**config.mk**
```make
export PLATFORM = sky130hd
export DESIGN_NAME = muller_pipeline
export DESIGN_NICKNAME = d
export VERILOG_FILES = /design/src/rtl/muller_pipeline.sv
export SDC_FILE = /design/constraint.sdc
export NUM_CORES = 1
export LEC_CHECK = 0
export ABC_AREA = 1
export BUFFER_PORTS_ARGS = -buffer_cell sky130_fd_sc_hd__buf_2
export CAP_MARGIN = 10
export CORE_MARGIN = 2
export CORE_UTILIZATION = 40
export CTS_BUF_LIST = sky130_fd_sc_hd__clkbuf_4
export CTS_CLUSTER_DIAMETER = 120
export DETAILED_ROUTE_END_ITERATION = 7
export SLEW_MARGIN = 20
export SYNTH_ARGS = -nofsm -noshare
export SYNTH_HDL_FRONTEND = slang
export SYNTH_SLANG_ARGS = --single-unit
```
**constraint.sdc**
```tcl
create_clock -name clk -period 1.4 [get_ports clk]
set_clock_uncertainty 0.2 [all_clocks]
set_input_delay 0.21 -clock clk [delete_from_list [all_inputs] [get_ports clk]]
set_output_delay 0.21 -clock clk [all_outputs]
set_load 0.1 [all_outputs]
```
**src/rtl/muller_pipeline.sv**
```systemverilog
// Clocked Muller C-element pipeline with bundled-data registers and
// 4-phase req/ack handshakes on the producer and consumer sides.
module muller_pipeline #(
    parameter int WIDTH       = 8,
    parameter int DEPTH       = 4,
    parameter int SYNC_STAGES = 2
) (
    input  logic             clk,
    input  logic             rst_n,
    input  logic             in_req,
    output logic             in_ack,
    input  logic [WIDTH-1:0] in_data,
    output logic             out_req,
    input  logic             out_ack,
    output logic [WIDTH-1:0] out_data,
    output logic             idle
);

    logic req_s;
    logic ack_s;

    generate
        if (SYNC_STAGES == 0) begin : g_nosync
            assign req_s = in_req;
            assign ack_s = out_ack;
        end else begin : g_sync
            logic [SYNC_STAGES-1:0] req_sync_q;
            logic [SYNC_STAGES-1:0] ack_sync_q;

            always_ff @(posedge clk or negedge rst_n) begin
                if (!rst_n) begin
                    req_sync_q <= '0;
                    ack_sync_q <= '0;
                end else begin
                    req_sync_q[0] <= in_req;
                    ack_sync_q[0] <= out_ack;
                    for (int i = 1; i < SYNC_STAGES; i++) begin
                        req_sync_q[i] <= req_sync_q[i-1];
                        ack_sync_q[i] <= ack_sync_q[i-1];
                    end
                end
            end

            assign req_s = req_sync_q[SYNC_STAGES-1];
            assign ack_s = ack_sync_q[SYNC_STAGES-1];
        end
    endgenerate

    logic [DEPTH-1:0]            c_q;
    logic [DEPTH-1:0]            c_d;
    logic [DEPTH-1:0]            prev_c;
    logic [DEPTH-1:0]            next_c;
    logic [DEPTH-1:0]            rise;
    logic [DEPTH-1:0][WIDTH-1:0] d_q;
    logic [DEPTH-1:0][WIDTH-1:0] d_d;

    assign prev_c = {c_q[DEPTH-2:0], req_s};
    assign next_c = {ack_s, c_q[DEPTH-1:1]};

    // a = prev, b = ~next: set on a&b, clear on ~a&~b, otherwise hold
    assign c_d  = (prev_c & ~next_c) | (c_q & (prev_c | ~next_c));
    assign rise = c_d & ~c_q;

    always_comb begin
        d_d    = d_q;
        d_d[0] = rise[0] ? in_data : d_q[0];
        for (int i = 1; i < DEPTH; i++) begin
            d_d[i] = rise[i] ? d_q[i-1] : d_q[i];
        end
    end

    always_ff @(posedge clk or negedge rst_n) begin
        if (!rst_n) begin
            c_q <= '0;
            d_q <= '0;
        end else begin
            c_q <= c_d;
            d_q <= d_d;
        end
    end

    assign in_ack   = c_q[0];
    assign out_req  = c_q[DEPTH-1];
    assign out_data = d_q[DEPTH-1];
    assign idle     = ~|c_q & ~ack_s;

endmodule

```
==> run_results.csv, run 1 <==
group,metric,value,unit
power,power.switching,2900,uW
timing,post-route-period-util,122,%
worst_setup_path,cp_max_fo,3,
synthesis,synthCells,177,
timing,worst_slew_pin_slew,0.350,ns
floorplanning,die_h,68.7,um
worst_setup_path,crit_required,0.99,ns
route,drt_iter0_drc,64,
timing,setup_ws,-0.303,ns
place,port_buffers,22,
cells_and_area,syn_to_final_growth,44.6,%
worst_setup_path,crit_path_start_kind,"flip-flop",
clocking,ctsHtreeMaxLevel,2,
route,dr_total_vias,1354,
timing,rsz0062_at_grt,"yes",
worst_setup_path,cp_data_arrival_time,1.29,ns
route,wl_per_cell,12.2,um
route,antenna_left,0,
power,power_frac_comb,58.9,%
timing,hold_violations,0,
timing,clock.fmax,587,MHz
timing,finalSetupTns,-0.829,ns
clocking,numCtsBuffers,5,
clocking,clock-root-buffer,"clkbuf_4",
cells_and_area,final_core_util,60.2,%
power,vdd_ir_drop_max,1.05,mV
grt,grt_usage,16.5,%
place,place_ws,-0.0128,ns
place,dpl.hpwl,2280,um
clocking,worstSkewPairLatency,0.36,ns
timing,fin_crit,1.70,ns
floorplanning,rows,23,
cells_and_area,final_common_cell,"nand2_1",
grt,grt_pass1_vias,1228,
cells_and_area,finalNetCount,237,
timing,setup_viol,5,
place,place_congestion,0.739,
worst_setup_path,slowest_stage,"dfrtp_4",
worst_setup_path,worst-setup-path-type,"flip-flop to output pin",
route,wirelength,3370,um
worst_setup_path,crit_family,"flip-flops",
timing,slew_violations,0,
clocking,cts.sinks,40,
grt,grt_pass1_wl,5530,um
cells_and_area,drive_above_1_share,35.8,%
synthesis,syn-num-nets,189,
grt,antenna_found_initial,0,
grt,overflow,0,
floorplanning,start_util,41.6,%
power,powerDensity,2600,nW/um^2
power,seq_power_share,31.5,%
clocking,cts_tree,"built",
synthesis,yosys_warnings,0,
synthesis,ys_ff_latch,40,
worst_setup_path,worstPathCellList,"buf_4, buf_8, buf_12",
worst_setup_path,cp.buffers_inverters,3,
power,switching_share,46.0,%
route,post-route-drc-count,0,
synthesis,yosysUniqueCellTypes,13,
synthesis,syn_area_per_cell,9.47,um^2
floorplanning,fp.dieW,68.7,um
grt,met3_usage,3.90,%
grt,use_met1,18.4,%
clocking,clockBufferDepth,2,
cells_and_area,diodes,0,
power,p_clk_share,9.5,%
min_path,min-delay-path-class,"input port to async pin",
clocking,clk_pin_slew,0.11,ns
job,maxCapViolCount,0,
route,dr.pass1.iters,4,
route,avgViaCountPerCell,4.91,
outcome,status,"finished with violations",
synthesis,netlist_area,1680,um^2
cells_and_area,layout_common_cells,"nand2_1 (58), dfrtp_1 (38), nand4_1 (32)",
power,internal_power,3410,uW
worst_setup_path,critPathMaxStageDelay,0.51,ns
worst_setup_path,worstSetupEndpointType,"output pin",
floorplanning,die_area,4730,um^2
grt,grt_max_degree,27,
synthesis,ys_seq_area_share,59.7,%
grt,grt_use_met2,28.2,%
grt,grt-busiest-layer,"met2",
outcome,violations,"negative setup slack",
floorplanning,top_level_ports,23,
power,p_leak,0.00120,uW
timing,relSlewSlack,76.6,%
floorplanning,fp.coreArea,4030,um^2
[layout make-up]
type / count / area (um^2)
Clock buffer: 7 / 52.6
Inverter: 5 / 23.8
Clock inverter: 1 / 3.75
Fill cell: 353 / 1600
Timing Repair Buffer: 61 / 673
Multi-Input combinational cell: 112 / 601
Sequential cell: 40 / 1010
Tap cell: 50 / 62.6
[Yosys cell counts (all sizes together)]
| cell | count | area [um^2] |
|---|---|---|
| nand4 | 32 | 200 |
| buf | 19 | 133 |
| o21ai | 7 | 35.0 |
| nand3 | 5 | 30.0 |
| nand2 | 67 | 251 |
| clkbuf | 1 | 3.75 |
| nor2 | 1 | 3.75 |
| dfrtp | 40 | 1000 |
| inv | 5 | 18.8 |
[what timing repair did]
item | CTS | global route
pin swaps | 2 | 3
resized for setup | 13 | 16
cloned | 0 | 1
buffers inserted | 5 | 8
hold buffers | 11 | 0
endpoints found under the setup margin | 18 | 35
hold endpoints to repair | 50 | 0
[power by group through the flow]
| stage | clock (uW) | combinational (uW) | sequential [uW] |
|---|---|---|---|
| final | 602 | 3720 | 1990 |
| after global routing | 653 | 3970 | 2040 |
| after CTS | 603 | 3380 | 1980 |
| after detailed placement | 0 | 3120 | 1990 |
| after global placement | 0 | 3070 | 1970 |
| after floorplan | 0 | 2050 | 2100 |
[final timing paths]
check,endpoint,startpoint,cells past startpoint,slack [ns]
max reg2reg,d_q[9],c_q[0],6,-0.02
min reg2reg,g_sync.ack_sync_q[1],g_sync.ack_sync_q[0],0,0.15
min in group clk,g_sync.ack_sync_q[1],g_sync.ack_sync_q[0],0,0.15
max,in_ack,c_q[0],3,-0.30
max in group asynchronous,c_q[3],rst_n,3,0.47
min,c_q[0],rst_n,2,0.07
[cell families (layout without fill, tap and decap cells)]
family / after synthesis / after routing / share of synthesized area (%)
and+or+nand+nor: 105 / 105 / 29.0
DFF: 40 / 40 / 59.7
buffers and inverters: 25 / 74 / 9.25
AOI/OAI and AO/OA: 7 / 7 / 2.09
[worst register-to-register path: stages, from the launching register on]
cell and delay (ns):
dfrtp_4 0.51, buf_4 0.14, buf_8 0.12, buf_8 0.13, nand3_4 0.12, nand2_1 0.08
nand2_1 0.06
[stage by stage]
step	instance area, um^2	total power (uW)	cells	hold slack [ns]
2_1_floorplan	1710	4150	177	-0.286
3_3_place_gp	2050	5030	243	-0.0724
3_5_place_dp	2050	5110	243	-0.0684
4_1_cts	2300	5960	267	0.0854
5_1_grt	2420	6670	276	0.118
6_report	2420	6310	276	0.0680
[per-layer routing]
metal | wire length, um | vias up
met5 | 0 | -
met4 | 89 | 0
met3 | 134 | 7
met2 | 1770 | 31
met1 | 1380 | 628
li1 | - | 688
[state kept, by name (all words and copies together) (netlist names)]
| register | count |
|---|---|
| g_sync.ack_sync_q | 2 |
| d_q | 24 |
| c_q | 4 |
| g_sync.req_sync_q | 2 |
| out_data | 8 |
Note: power is estimated with default switching activity, not from simulation.
==> run 2: changes to the inputs <==
==> constraint.sdc (replaced) <==
create_clock -name clk -period 1.81 [get_ports clk]
set_clock_uncertainty 0.2 [all_clocks]
set_input_delay 0.2715 -clock clk [delete_from_list [all_inputs] [get_ports clk]]
set_output_delay 0.2715 -clock clk [all_outputs]
set_load 0.1 [all_outputs]
==> run 2 against run 1 <==
Net effect:
- the run now ends clean
- final cell count decreased by 4.7%
- design area down 16%
- first-iteration DRC count down 27%
- utilization down 9.5 points
- die area did not move
- setup slack better by 0.34 ns
- highest routed layer unchanged
==> run_results.csv, run 2 (synthesis results as in run 1) <==
group,metric,value,unit
outcome,status,"completed",
cells_and_area,final_core_util,50.7,%
clocking,cts_tree,"built",
timing,post-route-period-util,98.1,%
worst_setup_path,cp_data_arrival_time,1.30,ns
route,post-route-drc-count,0,
clocking,clk_pin_slew,0.11,ns
floorplanning,top_level_ports,23,
timing,fin_crit,1.78,ns
cells_and_area,syn_to_final_growth,21.7,%
timing,worst_slew_pin_slew,0.488,ns
grt,antenna_found_initial,0,
timing,setup_viol,0,
worst_setup_path,worstSetupEndpointType,"output pin",
worst_setup_path,reg2reg_from,"c_q[3]",
route,dr_total_vias,1302,
power,power.switching,2010,uW
floorplanning,fp.coreArea,4030,um^2
grt,grt_pass1_wl,5490,um
clocking,clockBufferDepth,2,
route,dr.pass1.iters,4,
power,power_frac_comb,51.0,%
power,p_clk_share,10.9,%
power,p_leak,0.00106,uW
cells_and_area,drive_above_1_share,23.9,%
cells_and_area,largest_register_ffs,24,
place,dpl.hpwl,2230,um
grt,grt_pass1_vias,1282,
timing,relSlewSlack,67.7,%
grt,overflow,0,
route,avgViaCountPerCell,4.95,
worst_setup_path,crit_path_start_kind,"flip-flop",
route,wl_per_cell,12.0,um
timing,rsz0062_at_grt,"yes",
route,drt_iter0_drc,47,
cells_and_area,diodes,0,
clocking,worstSkewPairLatency,0.34,ns
worst_setup_path,worst-setup-path-type,"flip-flop to output pin",
clocking,cts.sinks,40,
worst_setup_path,ff2ff_path_depth,6,
min_path,min-delay-path-class,"input port to async pin",
place,port_buffers,22,
power,vdd_ir_drop_max,0.630,mV
timing,hold_violations,0,
worst_setup_path,rr_endpoint,"out_data[7]",
grt,grt_usage,16.1,%
route,wirelength,3150,um
timing,finalSetupTns,0,ns
job,maxCapViolCount,0,
power,seq_power_share,38.2,%
route,antenna_left,0,
floorplanning,rows,23,
timing,slew_violations,0,
grt,grt_max_degree,18,
worst_setup_path,cp_max_fo,3,
cells_and_area,final_common_cell,"nand2_1",
clocking,clock-root-buffer,"clkbuf_4",
power,internal_power,1930,uW
cells_and_area,finalNetCount,224,
worst_setup_path,regToRegSetupSlack,0.29,ns
clocking,numCtsBuffers,5,
timing,hold_slack,0.125,ns
floorplanning,die_area,4730,um^2
cells_and_area,regMostFlops,"d_q",
worst_setup_path,crit_required,1.34,ns
floorplanning,die_h,68.7,um
floorplanning,start_util,41.6,%
floorplanning,fp.dieW,68.7,um
clocking,ctsHtreeMaxLevel,2,
place,place_congestion,0.772,
timing,clock.fmax,563,MHz
cells_and_area,layout_common_cells,"nand2_1 (67), dfrtp_1 (38), nand4_1 (32)",
power,powerDensity,1930,nW/um^2
power,switching_share,51.0,%
## run 2: cell count changes in the layout (fill, tap and decap cells not counted), sizes merged
cell / change
clkbuf: -2
buf: -12
clkinv: +1
## run 2: layout make-up
type | instances | area, um^2
Fill cell | 411 | 1990
Clock buffer | 6 | 45.0
Clock inverter | 2 | 7.51
Multi-Input combinational cell | 112 | 541
Timing Repair Buffer | 48 | 348
Inverter | 5 | 28.8
Sequential cell | 40 | 1010
Tap cell | 50 | 62.6
## run 2: worst max-delay path by stage
stage | start | endpoint | slack [ns] | depth (start not counted)
after floorplan | c_q[0] | idle | -0.06 | 4
after global placement | c_q[0] | d_q[1] | 0.30 | 5
after detailed placement | c_q[0] | d_q[0] | 0.26 | 5
after CTS | c_q[3] | idle | 0.01 | 4
after global routing | c_q[0] | idle | -0.04 | 4
final | c_q[3] | idle | 0.03 | 4
## run 2: timing repair
| action | CTS | global route |
|---|---|---|
| endpoints found under the setup margin | 1 | 1 |
| setup buffers | 5 | 0 |
| gates cloned | 0 | 0 |
| resized for setup | 4 | 0 |
| hold buffers | 11 | 0 |
| pin swaps | 1 | 0 |
| endpoints found under the hold margin | 50 | 0 |
## run 2: power by group through the flow
stage	Clock, uW	Sequential, uW	Combinational, uW
after global routing	497	1560	2170
after global placement	0	1510	1840
after floorplan	0	1620	1590
final	428	1510	2010
after CTS	447	1510	2020
after detailed placement	0	1540	1880
## run 2: layer usage
| layer | vias up | routed length [um] | GRT usage, % | share of wire, % |
|---|---|---|---|---|
| li1 | 660 | - | - | - |
| met1 | 608 | 1350 | 16.7 | 43 |
| met2 | 26 | 1630 | 29.8 | 52 |
| met3 | 8 | 113 | 3.90 | 3.6 |
| met4 | 0 | 61 | 8.09 | 1.9 |
| met5 | - | 0 | 0 | 0 |
## run 2: through the flow
stage | setup slack [ns] | std cells | total power (uW) | instance area [um^2]
floorplan | -0.0633 | 177 | 3210 | 1710
global placement | 0.296 | 239 | 3350 | 1830
detailed placement | 0.257 | 239 | 3410 | 1830
CTS | 0.0117 | 263 | 3980 | 2040
global route | -0.0371 | 263 | 4230 | 2040
finish | 0.0336 | 263 | 3940 | 2040
## run 2: critical path, cell delays in order (launching register included)
cell and delay (ns):
dfrtp_4 0.52, inv_6 0.06, nand2_1 0.08, nor2_4 0.13
buf_12 0.18
